[src/rtl/fft_pkg.sv]
// Shared widths and serializer state for the demux datapath.
// Lane k of a packed bus occupies bits [k*WORD_W +: WORD_W].
package fft_pkg;
  localparam int WORD_W    = 34;
  localparam int LANES     = 4;
  localparam int BUS_W     = WORD_W * LANES;
  localparam int FRAME_LEN = 16;
  localparam int CNT_W     = $clog2(FRAME_LEN);

  typedef enum logic {
    S_IDLE,
    S_SHIFT
  } ser_state_t;
endpackage

[src/rtl/demux_serializer.sv]
// Captures one packed bus and emits its lanes, lane 0 first,
// one word per clock.
module demux_serializer #(
  parameter int WORD_W = 34,
  parameter int LANES  = 4
) (
  input  logic                      clk,
  input  logic                      rst_n,
  input  logic                      i_cap,
  input  logic [WORD_W*LANES-1:0]   i_data,
  output logic [WORD_W-1:0]         o_data,
  output logic                      o_valid
);
  import fft_pkg::ser_state_t;
  import fft_pkg::S_IDLE;
  import fft_pkg::S_SHIFT;

  localparam int IDX_W = (LANES > 1) ? $clog2(LANES) : 1;
  localparam logic [IDX_W-1:0] LAST = IDX_W'(LANES - 1);

  ser_state_t                  r_state;
  ser_state_t                  w_next;
  logic [WORD_W*LANES-1:0]     r_buf;
  logic [IDX_W-1:0]            r_idx;
  logic [WORD_W-1:0]           w_lane;

  assign w_lane = r_buf[int'(r_idx)*WORD_W +: WORD_W];

  always_ff @(posedge clk or negedge rst_n) begin
    if (!rst_n) r_state <= S_IDLE;
    else        r_state <= w_next;
  end

  always_comb begin
    w_next = r_state;
    unique case (r_state)
      S_IDLE:  if (i_cap) w_next = S_SHIFT;
      S_SHIFT: if (r_idx == LAST) w_next = S_IDLE;
      default: w_next = S_IDLE;
    endcase
  end

  // A capture can only arrive in IDLE: a frame is far longer
  // than the LANES cycles spent shifting.
  always_ff @(posedge clk or negedge rst_n) begin
    if (!rst_n) begin
      r_buf   <= '0;
      r_idx   <= '0;
      o_data  <= '0;
      o_valid <= 1'b0;
    end else begin
      o_valid <= 1'b0;
      if (r_state == S_SHIFT) begin
        o_data  <= w_lane;
        o_valid <= 1'b1;
        r_idx   <= (r_idx == LAST) ? '0 : r_idx + 1'b1;
      end else if (i_cap) begin
        r_buf <= i_data;
        r_idx <= '0;
      end
    end
  end
endmodule

[src/rtl/demux.sv]
// Frame counter plus registered two-way router; one slot per
// frame diverts the bus into the lane serializer instead.
module demux #(
  parameter int WORD_W       = fft_pkg::WORD_W,
  parameter int LANES        = fft_pkg::LANES,
  parameter int CAPTURE_SLOT = 2
) (
  input  logic                     clk,
  input  logic                     rst_n,
  input  logic                     demux_flag,
  input  logic                     in_valid,
  input  logic [WORD_W*LANES-1:0]  data_in,
  output logic [WORD_W*LANES-1:0]  data_out_1,
  output logic                     valid_out_1,
  output logic [WORD_W*LANES-1:0]  data_out_2,
  output logic                     valid_out_2,
  output logic [WORD_W-1:0]        data_out_3,
  output logic                     valid_out_3,
  output logic                     frame_sync
);
  import fft_pkg::CNT_W;

  localparam logic [CNT_W-1:0] CAP = CNT_W'(CAPTURE_SLOT);

  logic [CNT_W-1:0] r_cnt;
  logic             w_slot;
  logic             w_cap;

  assign w_slot     = (r_cnt == CAP);
  assign w_cap      = in_valid && w_slot;
  assign frame_sync = (r_cnt == '0);

  always_ff @(posedge clk or negedge rst_n) begin
    if (!rst_n) r_cnt <= '0;
    else        r_cnt <= r_cnt + 1'b1;
  end

  always_ff @(posedge clk or negedge rst_n) begin
    if (!rst_n) begin
      data_out_1  <= '0;
      data_out_2  <= '0;
      valid_out_1 <= 1'b0;
      valid_out_2 <= 1'b0;
    end else begin
      valid_out_1 <= 1'b0;
      valid_out_2 <= 1'b0;
      if (in_valid && !w_slot) begin
        if (demux_flag) begin
          data_out_1  <= data_in;
          valid_out_1 <= 1'b1;
        end else begin
          data_out_2  <= data_in;
          valid_out_2 <= 1'b1;
        end
      end
    end
  end

  demux_serializer #(
    .WORD_W (WORD_W),
    .LANES  (LANES)
  ) u_ser (
    .clk     (clk),
    .rst_n   (rst_n),
    .i_cap   (w_cap),
    .i_data  (data_in),
    .o_data  (data_out_3),
    .o_valid (valid_out_3)
  );
endmodule

[config.mk]
export PLATFORM = sky130hd
export DESIGN_NAME = demux
export DESIGN_NICKNAME = d
export VERILOG_FILES = /design/src/rtl/fft_pkg.sv /design/src/rtl/demux_serializer.sv /design/src/rtl/demux.sv
export SDC_FILE = /design/constraint.sdc
export NUM_CORES = 1
export LEC_CHECK = 0
export BUFFER_PORTS_ARGS = -buffer_cell sky130_fd_sc_hd__buf_2
export CAP_MARGIN = 25
export CORE_MARGIN = 4
export CORE_UTILIZATION = 58
export DETAILED_ROUTE_END_ITERATION = 10
export GPL_ROUTABILITY_DRIVEN = 1
export PLACE_DENSITY = 0.85
export RECOVER_POWER = 25
export SETUP_SLACK_MARGIN = 0.05
export SLEW_MARGIN = 40
export SYNTH_ARGS = -nofsm -noshare
export SYNTH_HDL_FRONTEND = slang
export SYNTH_HIERARCHICAL = 1
export SYNTH_SLANG_ARGS = --single-unit
[constraint.sdc]
create_clock -name clk -period 5.9 [get_ports clk]
set_input_delay 0.295 -clock clk [delete_from_list [all_inputs] [get_ports clk]]
set_output_delay 0.295 -clock clk [all_outputs]
set_load 0.01 [all_outputs]
==> Word level (Yosys, flattened, before mapping) <==
Index checks and enable logic that the tools add are counted.
{ "totals": {"ff_bits": 452, "word_cells": 37} }
{ "classes": {"shifts": 1, "n_mux": 11, "reduce_logical": 8, "mul": 1, "n_eq_ne": 2, "n_bitwise": 2, "add_sub_neg": 2} }
{ "op_table": {"columns": ["cell", "count"], "rows": [
  ["$shiftx A136 B32 Y34", 1],
  ["$mul A2 B5 Y7 const B", 1],
  ["$mux W1", 7],
  ["$mux W2", 3],
  ["$reduce_and A2 Y1", 3],
  ["$add A4 B1 Y4 const B", 1],
  ["$eq A4 B2 Y1 const B", 1],
  ["$logic_not A4 Y1", 1],
  ["$add A2 B1 Y2 const B", 1],
  ["$eq A2 B2 Y1 const B", 1],
  ["$logic_and A1 B1 Y1", 2],
  ["$not A1 Y1", 2],
  ["$pmux W1 S2", 1],
  ["$reduce_bool A2 Y1", 1],
  ["$logic_not A1 Y1", 1]
]} }

==> Logic depth before layout (Yosys ltp) <==
{ "logic_depth": {"depth_word": 4, "mapped_depth": 7} }

==> Hierarchy <==
Netlist, hierarchy kept.
{ "by_module_without_submodules": {"columns": ["mod", "cells_each", "instances", "area_per_inst_um2"], "rows": [
  ["demux", 595, 1, 10981.8],
  ["demux_serializer", 491, 1, 8040.2]
]} }

==> Worst setup path after synthesis <==
No wires, ideal clock.
{ "synth_timing": {"kind": "reg-to-reg", "startpoint": "register r_cnt[0]", "endpoint": "register data_out_2[100]", "path_stages_with_launch": 8, "setup_time_ns": 0.125, "arrival_time_ns": 1.776, "synth_period_minus_slack_ns": 1.901, "slack_ns": 3.999, "t_required_ns": 5.775, "path_buffers": 2, "cell_sequence": "dfrtp_1 -> inv_1 -> ha_1 -> or3b_4 -> nand2_2 -> buf_2 -> buf_4 -> mux2_2"} }
{ "synth_via": {"elab_chain_len": 4} }
{ "synth_lines": {"columns": ["element", "line_no", "rtl"], "rows": [
  ["start, declared", "demux.sv:25", "logic [CNT_W-1:0] r_cnt;"],
  ["start signal, assigned", "demux.sv:35", "else r_cnt <= r_cnt + 1'b1;"],
  ["$eq A4 B2 Y1", "demux.sv:29", "assign w_slot = (r_cnt == CAP);"],
  ["$logic_not A1 Y1", "demux.sv:47", "if (in_valid && !w_slot) begin"],
  ["$logic_and A1 B1 Y1", "demux.sv:47", null],
  ["$reduce_and A2 Y1 (no source line)", null, null],
  ["end signal, assigned", "demux.sv:52", "data_out_2 <= data_in;"],
  ["end, declared", "demux.sv:15", "output logic [WORD_W*LANES-1:0] data_out_2,"]
]} }
Every way passes these cells.
A chain may end at the register's enable or synchronous reset.

==> Final worst setup path <==
{ "layout_timing": {"startpoint": "register r_cnt[0]", "endpoint": "register data_out_1[80]"} }
{ "layout_via": {"elab_chain_len": 4} }
{ "layout_lines": {"columns": ["element", "line_no", "rtl"], "rows": [
  ["$eq A4 B2 Y1", "demux.sv:29", null],
  ["$logic_not A1 Y1", "demux.sv:47", null],
  ["$logic_and A1 B1 Y1", "demux.sv:47", null],
  ["$reduce_and A2 Y1 (no source line)", null, null],
  ["end signal, assigned", "demux.sv:49", "data_out_1 <= data_in;"],
  ["end, declared", "demux.sv:13", "output logic [WORD_W*LANES-1:0] data_out_1,"]
]} }
Every way passes these cells.

==> flow_summary.ini <==
[grt]
busiest_layer = met2
grt_max_degree = 97
grt_use_total_pct = 24.9
grt_use_met3_pct = 4.55
grt_pass1_wl_um = 70400
use_met1_pct = 35.3
grt_pass1_vias = 11800
use_met2_pct = 40.1
antenna_found_initial = 0
grt.overflow.total = 0

[yosys]
synth_edf_count = 0
synth_nets = 1230
netlist_instances = 1086
synth.yosys.seq_area_share_pct = 59.5
synth_seq_cells = 452
synth-async-reset-ratio_pct = 100
ys_types = 28
synth_flop_cell = dfrtp_1
synth_warnings = 6
synth_area_per_cell_um2 = 17.5
netlist_area_um2 = 19000

[setup_path]
slowest_stage = buf_4
reg2reg_from = r_cnt[0]$_DFF_PN0_
reg2reg_depth = 6
worstPathCellList = inv_1, ha_1, or3b_4, and3_4, buf_4, mux2_4
cp.required_ns = 6.33
setup.worst_path.start_class = flop
critPathTopFamily = simple AND/OR/NAND/NOR gates
timing.critical_path.buf_inv = 2
crit_arrival_ns = 3.30
critPathMaxFanout = 42
r2r-end = data_out_1[80]$_DFFE_PN0P_
end_kind = flop
critPathMaxStageDelay_ns = 0.74
crit_type = reg -> reg
reg2reg_slack_ns = 3.03

[layout]
diodes = 0
layout-drive-gt1-share_pct = 50.7
fin_nets = 1686
final_core_util_pct = 70.5
syn_to_final_growth_pct = 20.2
stdcell_count = 2019
nFillCells = 2138

[sta]
setup_violations = 0
final.setup.worst_slack_ns = 3.03
setup-tns-final_ns = 0
hold_viol = 0
min_period_over_period_pct = 48.6
slew_headroom_pct = 22.3
clock_skew_ns = 0.0140
fmax_mhz = 349
rsz0062_at_grt = false
finalCriticalPeriod_ns = 2.87
drv_slew = 0
worstMarginPinSlew_ns = 1.17

[clock_tree]
root_buffer = clkbuf_16
clk_latency_ns = 0.54
cts_max_level = 2
cts_resized = 0
cts_tree = built
numCtsBuffers = 45
clk_pin_slew_worst_paths_ns = 0.07
clock_sinks = 452
clock_path_buffers = 3

[die]
num_rows = 66
io_pins = 450
initial_utilization_pct = 58.6
die_area_um2 = 35800
core_area_um2 = 32500
die_height_um = 189
die_w_um = 189

[drt]
routed_via_density = 5.46
ant_nets = 0
drc = 0
drt-total-wl_um = 45700
post_drt_wl_per_cell_um = 22.7
num_vias = 11000
initialDrtViolationCount = 800
dr.pass1.iters = 4

[placed_design]
dpl.hpwl_um = 31900
dp_slack_ns = 3.05
gp_congestion = 0.795
place_inst = 1926
portBuffers = 449

[pwr]
power.density_nw_per_um2 = 406
internal_power_mw = 6.61
peakVddDrop_mv = 0.316
pwr-share-seq_pct = 44.1
power.leakage_nw = 10.7
p_clk_share_pct = 32.5
switching_share_pct = 28.8
p_switching_mw = 2.68
comb_power_share_pct = 23.4

[worst_hold_path]
hold_path_end = data_out_1[131]$_DFFE_PN0P_
hp-class = in -> reg
holdPathStages = 2
hp-start = data_in[131]

[outcome]
run_status = finished, final reports clean

[job]
maxCapViolCount = 0
[layer usage]
metal	vias to the layer above	wire, um
met2	370	21600
met3	92	2650
met1	5754	20100
met4	0	1380
li1	4805	-
met5	-	0
[logic make-up (layout without fill, tap and decap cells)]
family	Yosys count	in the layout	synth area share (%)
mux	476	476	32.8
flops	452	452	59.5
buf+inv	66	557	4.06
simple gates	50	50	1.68
compound gates	36	36	1.62
fa+ha+maj	4	4	0.263
xor+xnor	2	2	0.0921
[cells in the final DEF, fill, tap and decap left out, types with 2 or more instances in the layout]
cell type and n:
clkinvlp_4 4, mux2i_1 68, clkinv_2 4, buf_2 294, inv_6 3, clkbuf_1 159, mux2_2 150, clkbuf_8 15
dfrtp_1 451, nand2b_1 38, bufinv_16 4, ha_1 4, o221ai_1 34, clkbuf_16 47, inv_1 2, buf_12 5
dlygate4sd3_1 11, buf_16 5, mux2_4 258
[power by group through the flow]
stage	sequential [mW]	combinational (mW)	clock, mW
5_1_grt	4.17	2.31	3.21
2_1_floorplan	4.20	1.20	0
3_5_place_dp	4.13	2.22	0
3_3_place_gp	4.09	2.16	0
4_1_cts	4.09	2.24	3.08
6_report	4.10	2.17	3.02
[layout make-up]
type | instances | area [um^2] | area share [%]
repair buffers | 472 | 2430 | 10.6
inverters | 3 | 11.3 | 0.0492
well taps | 442 | 553 | 2.42
flip-flops and latches | 452 | 11300 | 49.5
clock inverters | 15 | 196 | 0.859
clock buffers | 67 | 1400 | 6.13
multi-input cells | 568 | 6960 | 30.4
[synthesized netlist by cell type (4+ instances only)]
library cell    n  area (um^2)
dfrtp_1       452        11300
mux2_4        258         3870
mux2_2        150         1690
mux2i_1        68          681
nand2b_1       39          244
o221ai_1       34          298
buf_12         25          500
buf_2          16         80.1
buf_4          10         75.1
buf_6           8         90.1
clkbuf_1        4         15.0
ha_1            4         50.1
[flip-flops by register name, summed over array words and instances, names as in the netlist]
register / flops
data_out_2: 136
u_ser/r_state: 1
data_out_1: 136
valid_out_2: 1
valid_out_1: 1
u_ser/o_data: 34
u_ser/r_idx: 2
u_ser/o_valid: 1
r_cnt: 4
u_ser/r_buf: 136
[what timing repair did]
item	in CTS	in global routing
setup endpoints to repair	0	0
endpoints found under the hold margin	113	0
hold buffers	11	0
setup buffers	0	0
[stage by stage]
| step | hold WS, ns | power [mW] | area (um^2) |
|---|---|---|---|
| floorplan | -0.000591 | 5.40 | 19000 |
| global placement | 0.358 | 6.25 | 21200 |
| detailed placement | 0.364 | 6.35 | 21400 |
| CTS | 0.00107 | 9.41 | 23100 |
| global route | 0.00578 | 9.69 | 22900 |
| finish | 0.0239 | 9.29 | 22900 |
[worst max path at each step]
stage,start,endpoint,slack [ns],cells past startpoint
after floorplan,r_cnt[0]$_DFF_PN0_,data_out_2[100]$_DFFE_PN0P_,4.00,7
after global placement,u_ser/r_state$_DFF_PN0_,u_ser/r_buf[5]$_DFFE_PN0P_,3.12,3
after detailed placement,r_cnt[0]$_DFF_PN0_,data_out_1[114]$_DFFE_PN0P_,3.05,6
after CTS,r_cnt[0]$_DFF_PN0_,data_out_1[44]$_DFFE_PN0P_,3.05,6
after global routing,r_cnt[0]$_DFF_PN0_,data_out_1[80]$_DFFE_PN0P_,2.92,6
final,r_cnt[0]$_DFF_PN0_,data_out_1[80]$_DFFE_PN0P_,3.03,6
(Power assumes the default switching activity.)
